==> src/rtl/fb_pkg.sv <==
// Shared types and constants for the triple-buffered RGB565 frame store scheduler.
package fb_pkg;

  localparam int FRAME_WORDS = 19200;

  typedef logic [1:0] bank_t;

  // Base addresses for the default frame size; the top rescales from its own parameter.
  localparam int BASE0 = 0;
  localparam int BASE1 = FRAME_WORDS;
  localparam int BASE2 = 2 * FRAME_WORDS;

  typedef enum logic {
    IDLE    = 1'b0,
    WRITING = 1'b1
  } wr_state_e;

endpackage

==> src/rtl/fb_sat_counter.sv <==
// Saturating event counter with asynchronous active-low clear.
module fb_sat_counter #(
  parameter int W = 8
) (
  input  logic         clk,
  input  logic         rst_n,
  input  logic         inc_i,
  output logic [W-1:0] count_o
);

  logic [W-1:0] count_q;

  always_ff @(posedge clk or negedge rst_n) begin
    if (!rst_n) begin
      count_q <= '0;
    end else if (inc_i && (count_q != '1)) begin
      count_q <= count_q + 1'b1;
    end
  end

  assign count_o = count_q;

endmodule

==> src/rtl/fb_bank_scheduler.sv <==
// Triple-buffer bank scheduler: camera writer FSM, frame-boundary display swap, BRAM addressing.
// Optional statistics counters (drop_cnt, repeat_cnt) are built only when FB_STATS_EN is defined.
module fb_bank_scheduler #(
  parameter int FRAME_WORDS = fb_pkg::FRAME_WORDS,
  parameter int AW          = 16,
  parameter int CNT_W       = 8
) (
  input  logic             CLK_25M,
  input  logic             RESETN,
  input  logic             cam_frame_start,
  input  logic             cam_frame_done,
  input  logic             cam_pix_valid,
  input  logic [15:0]      cam_pix_data,
  input  logic [AW-1:0]    disp_addr,
  input  logic             disp_frame_end,
  output logic             wea,
  output logic [AW-1:0]    addra,
  output logic [15:0]      dina,
  output logic [AW-1:0]    addrb,
  output logic [1:0]       rd_bank,
  output logic [1:0]       wr_bank,
  output logic             wr_ovf,
  output logic [CNT_W-1:0] drop_cnt,
  output logic [CNT_W-1:0] repeat_cnt
);

  import fb_pkg::*;

  localparam logic [AW-1:0] BASE_1    = AW'(FRAME_WORDS);
  localparam logic [AW-1:0] BASE_2    = AW'(2 * FRAME_WORDS);
  localparam logic [AW-1:0] FRAME_END = AW'(FRAME_WORDS);

  function automatic logic [AW-1:0] bank_base(input bank_t b);
    case (b)
      2'd1:    return BASE_1;
      2'd2:    return BASE_2;
      default: return '0;
    endcase
  endfunction

  wr_state_e     state_q;
  bank_t         wr_bank_q, rd_bank_q, ready_bank_q;
  logic          ready_valid_q;
  logic [AW-1:0] wr_cnt_q;
  logic          wea_q, wr_ovf_q, disp_end_q;
  logic [AW-1:0] addra_q;
  logic [15:0]   dina_q;

  logic  disp_rise, commit;
  bank_t free_bank_d;

  assign disp_rise = disp_frame_end & ~disp_end_q;
  assign commit    = (state_q == WRITING) & cam_frame_done;

  // The new write bank must avoid both the displayed bank and a pending ready frame.
  always_comb begin
    // NOTE: default first so every path assigns free_bank_d and no latch is inferred.
    free_bank_d = 2'd2;
    if ((rd_bank_q != 2'd0) && !(ready_valid_q && (ready_bank_q == 2'd0))) begin
      free_bank_d = 2'd0;
    end else if ((rd_bank_q != 2'd1) && !(ready_valid_q && (ready_bank_q == 2'd1))) begin
      free_bank_d = 2'd1;
    end
  end

  // NOTE: async reset covers every state register here; there is no memory array to leave unreset.
  always_ff @(posedge CLK_25M or negedge RESETN) begin
    if (!RESETN) begin
      state_q       <= IDLE;
      wr_bank_q     <= 2'd1;
      rd_bank_q     <= 2'd0;
      ready_bank_q  <= 2'd0;
      ready_valid_q <= 1'b0;
      wr_cnt_q      <= '0;
      wea_q         <= 1'b0;
      addra_q       <= '0;
      dina_q        <= '0;
      wr_ovf_q      <= 1'b0;
      disp_end_q    <= 1'b0;
    end else begin
      // NOTE: non-blocking throughout, so the defaults below are overridden cleanly later in the block.
      disp_end_q <= disp_frame_end;
      wea_q      <= 1'b0;

      unique case (state_q)
        IDLE: begin
          if (cam_frame_start) begin
            state_q   <= WRITING;
            wr_cnt_q  <= '0;
            wr_ovf_q  <= 1'b0;
            wr_bank_q <= free_bank_d;
          end
        end
        WRITING: begin
          if (cam_frame_start && !cam_frame_done) begin
            // Aborted frame: rewrite the same bank from the top.
            wr_cnt_q <= '0;
            wr_ovf_q <= 1'b0;
          end else begin
            if (cam_pix_valid) begin
              if (wr_cnt_q < FRAME_END) begin
                wea_q    <= 1'b1;
                addra_q  <= bank_base(wr_bank_q) + wr_cnt_q;
                dina_q   <= cam_pix_data;
                wr_cnt_q <= wr_cnt_q + 1'b1;
              end else begin
                wr_ovf_q <= 1'b1;
              end
            end
            if (cam_frame_done) begin
              state_q <= IDLE;
            end
          end
        end
        default: state_q <= IDLE;
      endcase

      // A commit coinciding with the display edge bypasses straight to the reader.
      if (commit && disp_rise) begin
        rd_bank_q     <= wr_bank_q;
        ready_valid_q <= 1'b0;
      end else if (commit) begin
        ready_bank_q  <= wr_bank_q;
        ready_valid_q <= 1'b1;
      end else if (disp_rise && ready_valid_q) begin
        rd_bank_q     <= ready_bank_q;
        ready_valid_q <= 1'b0;
      end
    end
  end

  assign wea     = wea_q;
  assign addra   = addra_q;
  assign dina    = dina_q;
  assign addrb   = bank_base(rd_bank_q) + disp_addr;
  assign rd_bank = rd_bank_q;
  assign wr_bank = wr_bank_q;
  assign wr_ovf  = wr_ovf_q;

`ifdef FB_STATS_EN
  logic drop_inc, repeat_inc;

  assign drop_inc   = commit & ready_valid_q;
  assign repeat_inc = disp_rise & ~ready_valid_q & ~commit;

  fb_sat_counter #(.W(CNT_W)) u_drop_cnt (
    .clk     (CLK_25M),
    .rst_n   (RESETN),
    .inc_i   (drop_inc),
    .count_o (drop_cnt)
  );

  fb_sat_counter #(.W(CNT_W)) u_repeat_cnt (
    .clk     (CLK_25M),
    .rst_n   (RESETN),
    .inc_i   (repeat_inc),
    .count_o (repeat_cnt)
  );
`else
  assign drop_cnt   = '0;
  assign repeat_cnt = '0;
`endif

endmodule

==> config.mk <==
export PLATFORM = sky130hd
export DESIGN_NAME = fb_bank_scheduler
export DESIGN_NICKNAME = d
export VERILOG_FILES = /design/src/rtl/fb_pkg.sv /design/src/rtl/fb_sat_counter.sv /design/src/rtl/fb_bank_scheduler.sv
export SDC_FILE = /design/constraint.sdc
export NUM_CORES = 1
export LEC_CHECK = 0
export BUFFER_PORTS_ARGS = -buffer_cell sky130_fd_sc_hd__buf_2
export CAP_MARGIN = 25
export CORE_ASPECT_RATIO = 1.1
export CORE_MARGIN = 5
export CORE_UTILIZATION = 42
export CTS_CLUSTER_SIZE = 10
export DETAILED_ROUTE_END_ITERATION = 7
export PLACE_DENSITY = 0.77
export SETUP_SLACK_MARGIN = 0.1
export SYNTH_ARGS = -nofsm -noshare
export SYNTH_HDL_FRONTEND = slang
export SYNTH_HIERARCHICAL = 1
export SYNTH_SLANG_ARGS = --single-unit
==> constraint.sdc <==
create_clock -name CLK_25M -period 3.6 [get_ports CLK_25M]
set_input_delay 0.72 -clock CLK_25M [delete_from_list [all_inputs] [get_ports CLK_25M]]
set_output_delay 0.72 -clock CLK_25M [all_outputs]
set_load 0.01 [all_outputs]
# --- Word level (Yosys, flattened, before mapping) ---
# Index checks and enable logic that the tools add are counted.
op_classes:
  bitwise: 6
  n_eq_ne: 11
  order_cmp: 1
  addsub: 3
  muxes: 32
  reduce_logical: 20
op_table:
  columns: ["operator", "n"]
  rows:
  - ["$mux 16", 8]
  - ["$pmux 16 s2", 3]
  - ["$add 16x16->16", 2]
  - ["$add 16x1->16 const B", 1]
  - ["$lt 16x15->1 const B", 1]
  - ["$mux 1", 14]
  - ["$mux 2", 5]
  - ["$logic_and 1x1->1", 7]
  - ["$eq 2x1->1 const B", 3]
  - ["$reduce_and 2->1", 3]
  - ["$reduce_and 3->1", 2]
  - ["$eq 2x2->1 const B", 2]
  - ["$ne 2x1->1 const B", 2]
  - ["$not 1->1", 4]
  - ["$pmux 1 s2", 2]
  - ["$reduce_and 4->1", 1]
  - ["$reduce_bool 2->1", 2]
  - ["$logic_not 1->1", 3]
  - ["$ne 3x1->1 const B", 1]
  - ["$ne 3x2->1 const B", 1]
  - ["$ne 3x3->1 const B", 1]
  - ["$reduce_bool 3->1", 1]
  - ["$and 1x1->1", 2]
  - ["$logic_not 2->1", 1]
  - ["$ne 2x2->1 const B", 1]
totals:
  regBits: 59
  out_inout_bits: 70
  word_cells: 84
  in_bits: 38

# --- Depth between registers and ports, before layout ---
# Gate-level depths: netlist of the first run.
depth:
  depth_word: 7
  mapped_depth: 9
  depth_no_buf: 9

# --- Worst setup path after synthesis of the first run ---
# Ideal clock, no wire load.
synth_timing:
  kind: "reg2out"
  start: "register rd_bank_q[0] (netlist: rd_bank[0])"
  end: "output port addrb[15]"
  setup_slack_ns: 0.586
  required_ns: 2.880
  t_arrival_ns: 2.294
  path_stages_with_launch: 9
  path_buffers: 0
  path_cell_list: "dfrtp_1 > inv_1 > ha_1 > ha_1 > a31o_2 > a22o_1 > a221oi_1 > o21ai_0 > xnor2_1"
synth_between:
  elab_chain_len: 3
  elab_cells_between_ends: 4
  cone_classes: "1 x add/sub; 2 x eq/ne; 1 x mux"
synth_lines:
  columns: ["element", "line", "source"]
  rows:
  - ["from (decl)", "fb_bank_scheduler.sv:42", "bank_t wr_bank_q, rd_bank_q, ready_bank_q;"]
  - ["from (signal assigned)", "fb_bank_scheduler.sv:120", "rd_bank_q <= wr_bank_q;"]
  - ["from (signal assigned)", "fb_bank_scheduler.sv:126", "rd_bank_q <= ready_bank_q;"]
  - ["$eq 2x2->1 or $eq 2x1->1 (tied branches)", "fb_bank_scheduler.sv:34", "case (b)"]
  - ["$pmux 16 s2 (*)", "fb_bank_scheduler.sv:34", null]
  - ["$add 16x16->16 (*)", "fb_bank_scheduler.sv:135", "assign addrb = bank_base(rd_bank_q) + disp_addr;"]
  - ["to (decl)", "fb_bank_scheduler.sv:19", "output logic [AW-1:0] addrb,"]
# Every way passes the cells marked *; elsewhere a longest branch is shown, timed or not.

# --- Worst setup path in the final report of the first run ---
layout_timing:
  start: "register rd_bank_q[1] (netlist: rd_bank[1])"
  end: "output port addrb[15]"
# Same word-level chain as after synthesis.

==> flow_summary.yaml, run 1 <==
timing:
  period_share_pct: 93.8
  hold_violations: 0
  max_clock_freq_ghz: 0.296
  drv_slew: 0
  period_minus_slack_ns: 3.38
  layout_setup_ws_ns: 0.223
  tightestPinTransition_ns: 0.826
  max_slew_margin_pct: 44.9
  skew_ns: 0.0118
  grt_setup_unrepaired: "yes"
  setup_tns_ns: 0
  setup_viol: 0
routing:
  drtPass1Iterations: 4
  routedWlPerCell_um: 13.1
  dr.first_iter.drc_count: 177
  route.detailed.drc: 0
  ant_nets: 0
  vias: 2852
  drt-total-wl_mm: 7.57
  viasPerCell: 4.94
placement:
  dp.cells: 560
  port_buffers: 75
  gp_congestion: 0.843
  pre_cts_ws_ns: 0.402
  hpwl_mm: 5.61
critical_path:
  required_ns: 2.88
  crit_type: "reg -> out"
  crit_cells: 9
  crit_top_cell: "ha_1"
  cp_top_family: "compound AO/OA/AOI/OAI gates"
  max_stage_delay_ns: 0.41
  worst_setup_path_end_kind: "primary output"
  rrSetupSlack_ns: 1.13
  worstPathArrival_ns: 2.66
  path_cells: "inv_1 -> ha_1 -> ha_1 -> a31o_2 -> a22o_1 -> a221oi_2 -> o21ai_0 -> xnor2_1 -> buf_2"
  reg2reg_depth: 9
  r2r-start: "wr_bank[0]"
  cp_slowest_cell: "dfrtp_1"
  worstSetupStartpointType: "register"
  r2r-end: "addra[15]"
  path_buf_inv: 2
  path_max_fanout: 5
pwr:
  power_frac_seq_pct: 35.7
  power_density_mw_per_mm2: 614
  irDropWorstVdd_mv: 0.369
  swShare_pct: 37.5
  intPower_w: 0.00155
  combPwrFrac_pct: 39.7
  leakage_nw: 2.02
  p_sw_w: 0.000929
  power.share.clock_pct: 24.6
floorplan:
  dieArea_mm2: 0.0103
  core_mm2: 0.00828
  fp.dieH_um: 106
  initial_core_util_pct: 42.3
  ios: 108
  die_x_um: 97.1
  rows: 35
grt:
  antenna_found_initial: 0
  grt_max_degree: 40
  grt_pass1_wl_mm: 12.6
  grt_use_met3_pct: 4.37
  grt_pass1_vias: 2771
  grt_use_met2_pct: 24.3
  grtUsageMet1_pct: 17.6
  top_usage_layer: "met2"
  grt_usage_pct: 14.8
  overflow: 0
finish:
  diodes: 0
  fin_cells: 577
  area_growth_pct: 15.3
  layout.nets: 513
  layout-drive-gt1-share_pct: 23.8
yosys:
  async_reset_ff_share_pct: 100
  synth_edf_count: 0
  synth_cells: 396
  synth-main-ff-cell: "dfrtp_1"
  yosysWarnings: 6
  yosys.cell_types.count: 60
  syn-cell-area_mm2: 0.00350
  seq_area_frac_synth_pct: 42.2
  syn_avg_cell_area_um2: 8.84
  yosys_register_bits: 59
clock_tree:
  root_buffer: "clkbuf_8"
  cts_made_buffers: 9
  clk_pin_slew_ns: 0.07
  hold_buffers: 0
  cts_max_level: 3
  clk_latency_ns: 0.34
  cts_tree: "done"
  cts_buffer_depth: 2
  cts_sinks: 59
run_status:
  outcome: "finished, final reports clean"
hold_path:
  hold_class: "in -> async"
job:
  cap_viol_max_count: 0
synthesized netlist by cell type, drive strengths merged, types with 2 or more instances:
library cell  number  share of area (%)
clkbuf             4               0.50
o22ai              2               0.36
o21a               2               0.43
nand3b             3               0.64
o2111ai            2               0.68
xor2               8                2.2
nor2              17                1.8
ha                12                4.3
nand3              8                1.1
nor2b              6                1.1
dfrtp             58                 41
a31o               2               0.50
and3               4               0.71
nand2            101                 11
a41oi              2               0.50
fa                 2                1.1
a22o               2               0.50
xnor2             18                4.5
and3b              2               0.50
mux2               3               0.96
a211oi             2               0.43
and2               3               0.54
o31ai              5                1.1
inv               18                1.9
a21boi             2               0.43
buf               37                7.6
o21ai             28                4.1
o211ai             3               0.64
a21o               3               0.64
a21oi             14                2.1
a31oi              3               0.54
nor4               2               0.54
worst register-to-register path: cells and delay by family, from the launching register on:
family          cells  cell delay, ns
compound gates      4            0.68
flops               1            0.59
fa+ha+maj           2            0.57
simple gates        1            0.39
buf+inv             2            0.15
kinds of logic (layout without fill, tap and decap cells):
| group | after synthesis | after routing | share of synthesized area, % |
|---|---|---|---|
| XOR/XNOR | 26 | 26 | 6.72 |
| multiplexers | 4 | 4 | 1.25 |
| AO/OA/AOI/OAI | 79 | 79 | 14.9 |
| flip-flops | 59 | 59 | 42.2 |
| other | 1 | 16 | 0.107 |
| adder cells (fa/ha/maj) | 14 | 14 | 5.43 |
| AND/OR/NAND/NOR | 154 | 154 | 19.4 |
| buffers and inverters | 59 | 114 | 10.0 |
sequential cells by signal, indices dropped and copies added (netlist names):
signal	count
dina	16
state_q	1
ready_bank_q	2
wr_ovf	1
rd_bank	2
ready_valid_q	1
wr_bank	2
wea	1
addra	16
wr_cnt_q	16
disp_end_q	1
power groups by stage:
| stage | logic (W) | registers [W] | clock network [W] |
|---|---|---|---|
| CTS | 0.000987 | 0.000884 | 0.000624 |
| detailed placement | 0.000973 | 0.000897 | 0 |
| floorplan | 0.000622 | 0.000938 | 0 |
| finish | 0.000984 | 0.000884 | 0.000609 |
| global placement | 0.000944 | 0.000889 | 0 |
| global route | 0.00110 | 0.000905 | 0.000647 |
through the flow:
stage	hold WS, ns	total power, W	instance area, µm²	utilization, %
2_1_floorplan	0.424	0.00156	3560	-
3_3_place_gp	0.452	0.00183	3820	46.1
3_5_place_dp	0.458	0.00187	3820	46.1
4_1_cts	0.474	0.00250	4030	48.7
5_1_grt	0.488	0.00266	4040	48.8
6_report	0.468	0.00248	4040	48.8
placed cells by master (no fill, tap or decap), types with 3 or more instances in the layout:
| cell | Yosys | final |
|---|---|---|
| a21o_1 | 3 | 3 |
| a21oi_1 | 13 | 13 |
| a31oi_1 | 3 | 3 |
| and2_1 | 3 | 3 |
| and3_1 | 4 | 4 |
| buf_2 | 6 | 75 |
| buf_4 | 30 | 5 |
| clkbuf_8 | 0 | 10 |
| conb_1 | 1 | 16 |
| dfrtp_1 | 58 | 57 |
| ha_1 | 12 | 12 |
| inv_1 | 17 | 17 |
| mux2_2 | 3 | 3 |
| nand2_1 | 101 | 101 |
| nand3_1 | 8 | 8 |
| nand3b_1 | 3 | 3 |
| nor2_1 | 17 | 17 |
| nor2b_1 | 6 | 6 |
| o211ai_1 | 3 | 3 |
| o21ai_0 | 26 | 26 |
| o31ai_1 | 5 | 5 |
| xnor2_1 | 18 | 18 |
| xor2_1 | 7 | 7 |
worst max path at each step:
| stage | startpoint | end |
|---|---|---|
| CTS | rd_bank[0] | addrb[15] |
| finish | rd_bank[1] | addrb[15] |
| floorplan | rd_bank[0] | addrb[15] |
| global placement | disp_addr[9] | addrb[15] |
| detailed placement | disp_addr[9] | addrb[15] |
| global route | rd_bank[1] | addrb[15] |
routing by layer:
layer / vias to the layer above / wire length, µm
li1: 1413 / -
met1: 1327 / 3240
met2: 99 / 3650
met3: 13 / 573
met4: 0 / 103
met5: - / 0
repair_timing:
item                                    4_1_cts  5_1_grt
resized for setup                             1        1
setup buffers                                 0        1
endpoints found under the setup margin        1        2
pin swaps                                     0        2
final cells by class:
class | count | area, µm²
fillers | 796 | 4240
multi-input cells | 293 | 1740
well taps | 111 | 139
clock buffers | 10 | 138
inverters | 18 | 67.6
clock inverters | 6 | 65.1
repair buffers | 80 | 413
flip-flops and latches | 59 | 1480
No activity file was read; power rests on OpenSTA's default activity.
==> run 2, diff against run 1 <==
clock period = 4 ns   (was 3.6 ns; I/O delays follow)
==> flow_summary.yaml, run 2 (synthesized netlist as in run 1, its figures left out) <==
timing:
  drv_slew: 0
  skew_ns: 0.00771
  period_minus_slack_ns: 3.61
  layout_setup_ws_ns: 0.390
  hold_violations: 0
  setup_viol: 0
  max_clock_freq_ghz: 0.277
  grt_setup_unrepaired: "no"
  setup_tns_ns: 0
  max_slew_margin_pct: 44.9
  tightestPinTransition_ns: 0.826
  period_share_pct: 90.2
job:
  cap_viol_max_count: 0
routing:
  ant_nets: 0
  dr.first_iter.drc_count: 153
  drt-total-wl_mm: 7.49
  vias: 2859
  viasPerCell: 4.98
  routedWlPerCell_um: 13.0
  route.detailed.drc: 0
  drtPass1Iterations: 4
finish:
  final_cell_mix: "101 x nand2_1, 75 x buf_2, 58 x dfrtp_1"
  fin_cells: 574
  layout-drive-gt1-share_pct: 22.9
  layout.nets: 510
  area_growth_pct: 15.1
  final_design_area_no_fill_mm2: 0.00403
  register_area_mm2: 0.00148
  multi_input_area_mm2: 0.00173
  layout_commonest_cell: "nand2_1"
  fill_cells: 817
  diodes: 0
grt:
  grt_max_degree: 48
  antenna_found_initial: 0
  grt_pass1_vias: 2852
  grt_usage_pct: 14.9
  overflow: 0
  grt_pass1_wl_mm: 13.0
floorplan:
  rows: 35
  die_x_um: 97.1
  initial_core_util_pct: 42.3
  dieArea_mm2: 0.0103
  core_mm2: 0.00828
  ios: 108
  fp.dieH_um: 106
clock_tree:
  clk_latency_ns: 0.33
  clk_pin_slew_ns: 0.07
  cts_buffer_depth: 2
  root_buffer: "clkbuf_8"
  cts_sinks: 59
  cts_setup_buffers: 0
  hold_buffers: 0
  cts_made_buffers: 9
  cts_max_level: 3
  cts_resized: 0
  cts_tree: "done"
placement:
  port_buffers: 75
  placed_area_mm2: 0.00380
  gp_congestion: 0.841
  pre_cts_ws_ns: 0.644
  hpwl_mm: 5.54
  dp.cells: 558
critical_path:
  path_max_fanout: 5
  worstPathArrival_ns: 2.81
  reg2reg_depth: 9
  r2r-end: "addra[15]"
  required_ns: 3.20
  critPathLaunch: "rd_bank[0]"
  worstSetupStartpointType: "register"
  r2r-start: "wr_bank[0]"
  worst_setup_path_end_kind: "primary output"
  crit_type: "reg -> out"
  crit_end: "addrb[15]"
  rrSetupSlack_ns: 1.56
pwr:
  p_sw_w: 0.000829
  swShare_pct: 36.5
  intPower_w: 0.00144
  power.share.clock_pct: 26.8
  power_density_mw_per_mm2: 564
  power_frac_seq_pct: 35.1
  combPwrFrac_pct: 38.2
  irDropWorstVdd_mv: 0.389
  leakage_nw: 2.01
run_status:
  outcome: "finished, final reports clean"
hold_path:
  hold_class: "reg -> reg"
## run 2: layer usage
metal  routed length, µm  part of all wire, %  up-vias  track usage, %
met5                   0                    0        -               0
met4                  84                  1.1        0            4.21
met3                 533                  7.1        8            4.50
met2                3650                   49       92            24.8
met1                3220                   43     1355            18.8
li1                    -                    -     1404               -
## run 2: worst min path at each step
stage,startpoint,slack [ns],end,cells after the start
floorplan,wr_cnt_q[4],0.48,wr_cnt_q[4],1
global placement,dina[10],0.45,dina[10],2
detailed placement,dina[3],0.46,dina[3],2
CTS,dina[3],0.47,dina[3],2
global route,dina[8],0.49,dina[8],2
finish,dina[3],0.47,dina[3],2
## run 2: final cells by class
type,instances,share of cell area [%]
repair buffers,77,9.69
flip-flops and latches,59,36.7
inverters,18,1.68
clock inverters,6,2.20
clock buffers,10,3.42
multi-input cells,293,42.9
well taps,111,3.45
## run 2: worst max-delay path, cell delays in order, from the launching register on
cell,delay (ns)
dfrtp_1,0.41
inv_1,0.11
ha_1,0.32
ha_1,0.28
a31o_2,0.22
a22o_1,0.20
a221oi_1,0.42
o21ai_0,0.18
xnor2_1,0.18
buf_2,0.16
## run 2: metrics by stage
stage               hold slack [ns]  power, W  util [%]
finish                        0.468   0.00227      48.7
global route                  0.490   0.00245      48.7
CTS                           0.473   0.00230      48.7
detailed placement            0.456   0.00169      46.0
global placement              0.452   0.00165      46.0
floorplan                     0.480   0.00140         -
## run 2: power groups by stage
stage                     sequential, W  combinational, W  clock, W
after floorplan                0.000844          0.000560         0
after global placement         0.000800          0.000848         0
after detailed placement       0.000809          0.000878         0
after CTS                      0.000798          0.000883  0.000624
after global routing           0.000816          0.000978  0.000655
final                          0.000797          0.000867  0.000609
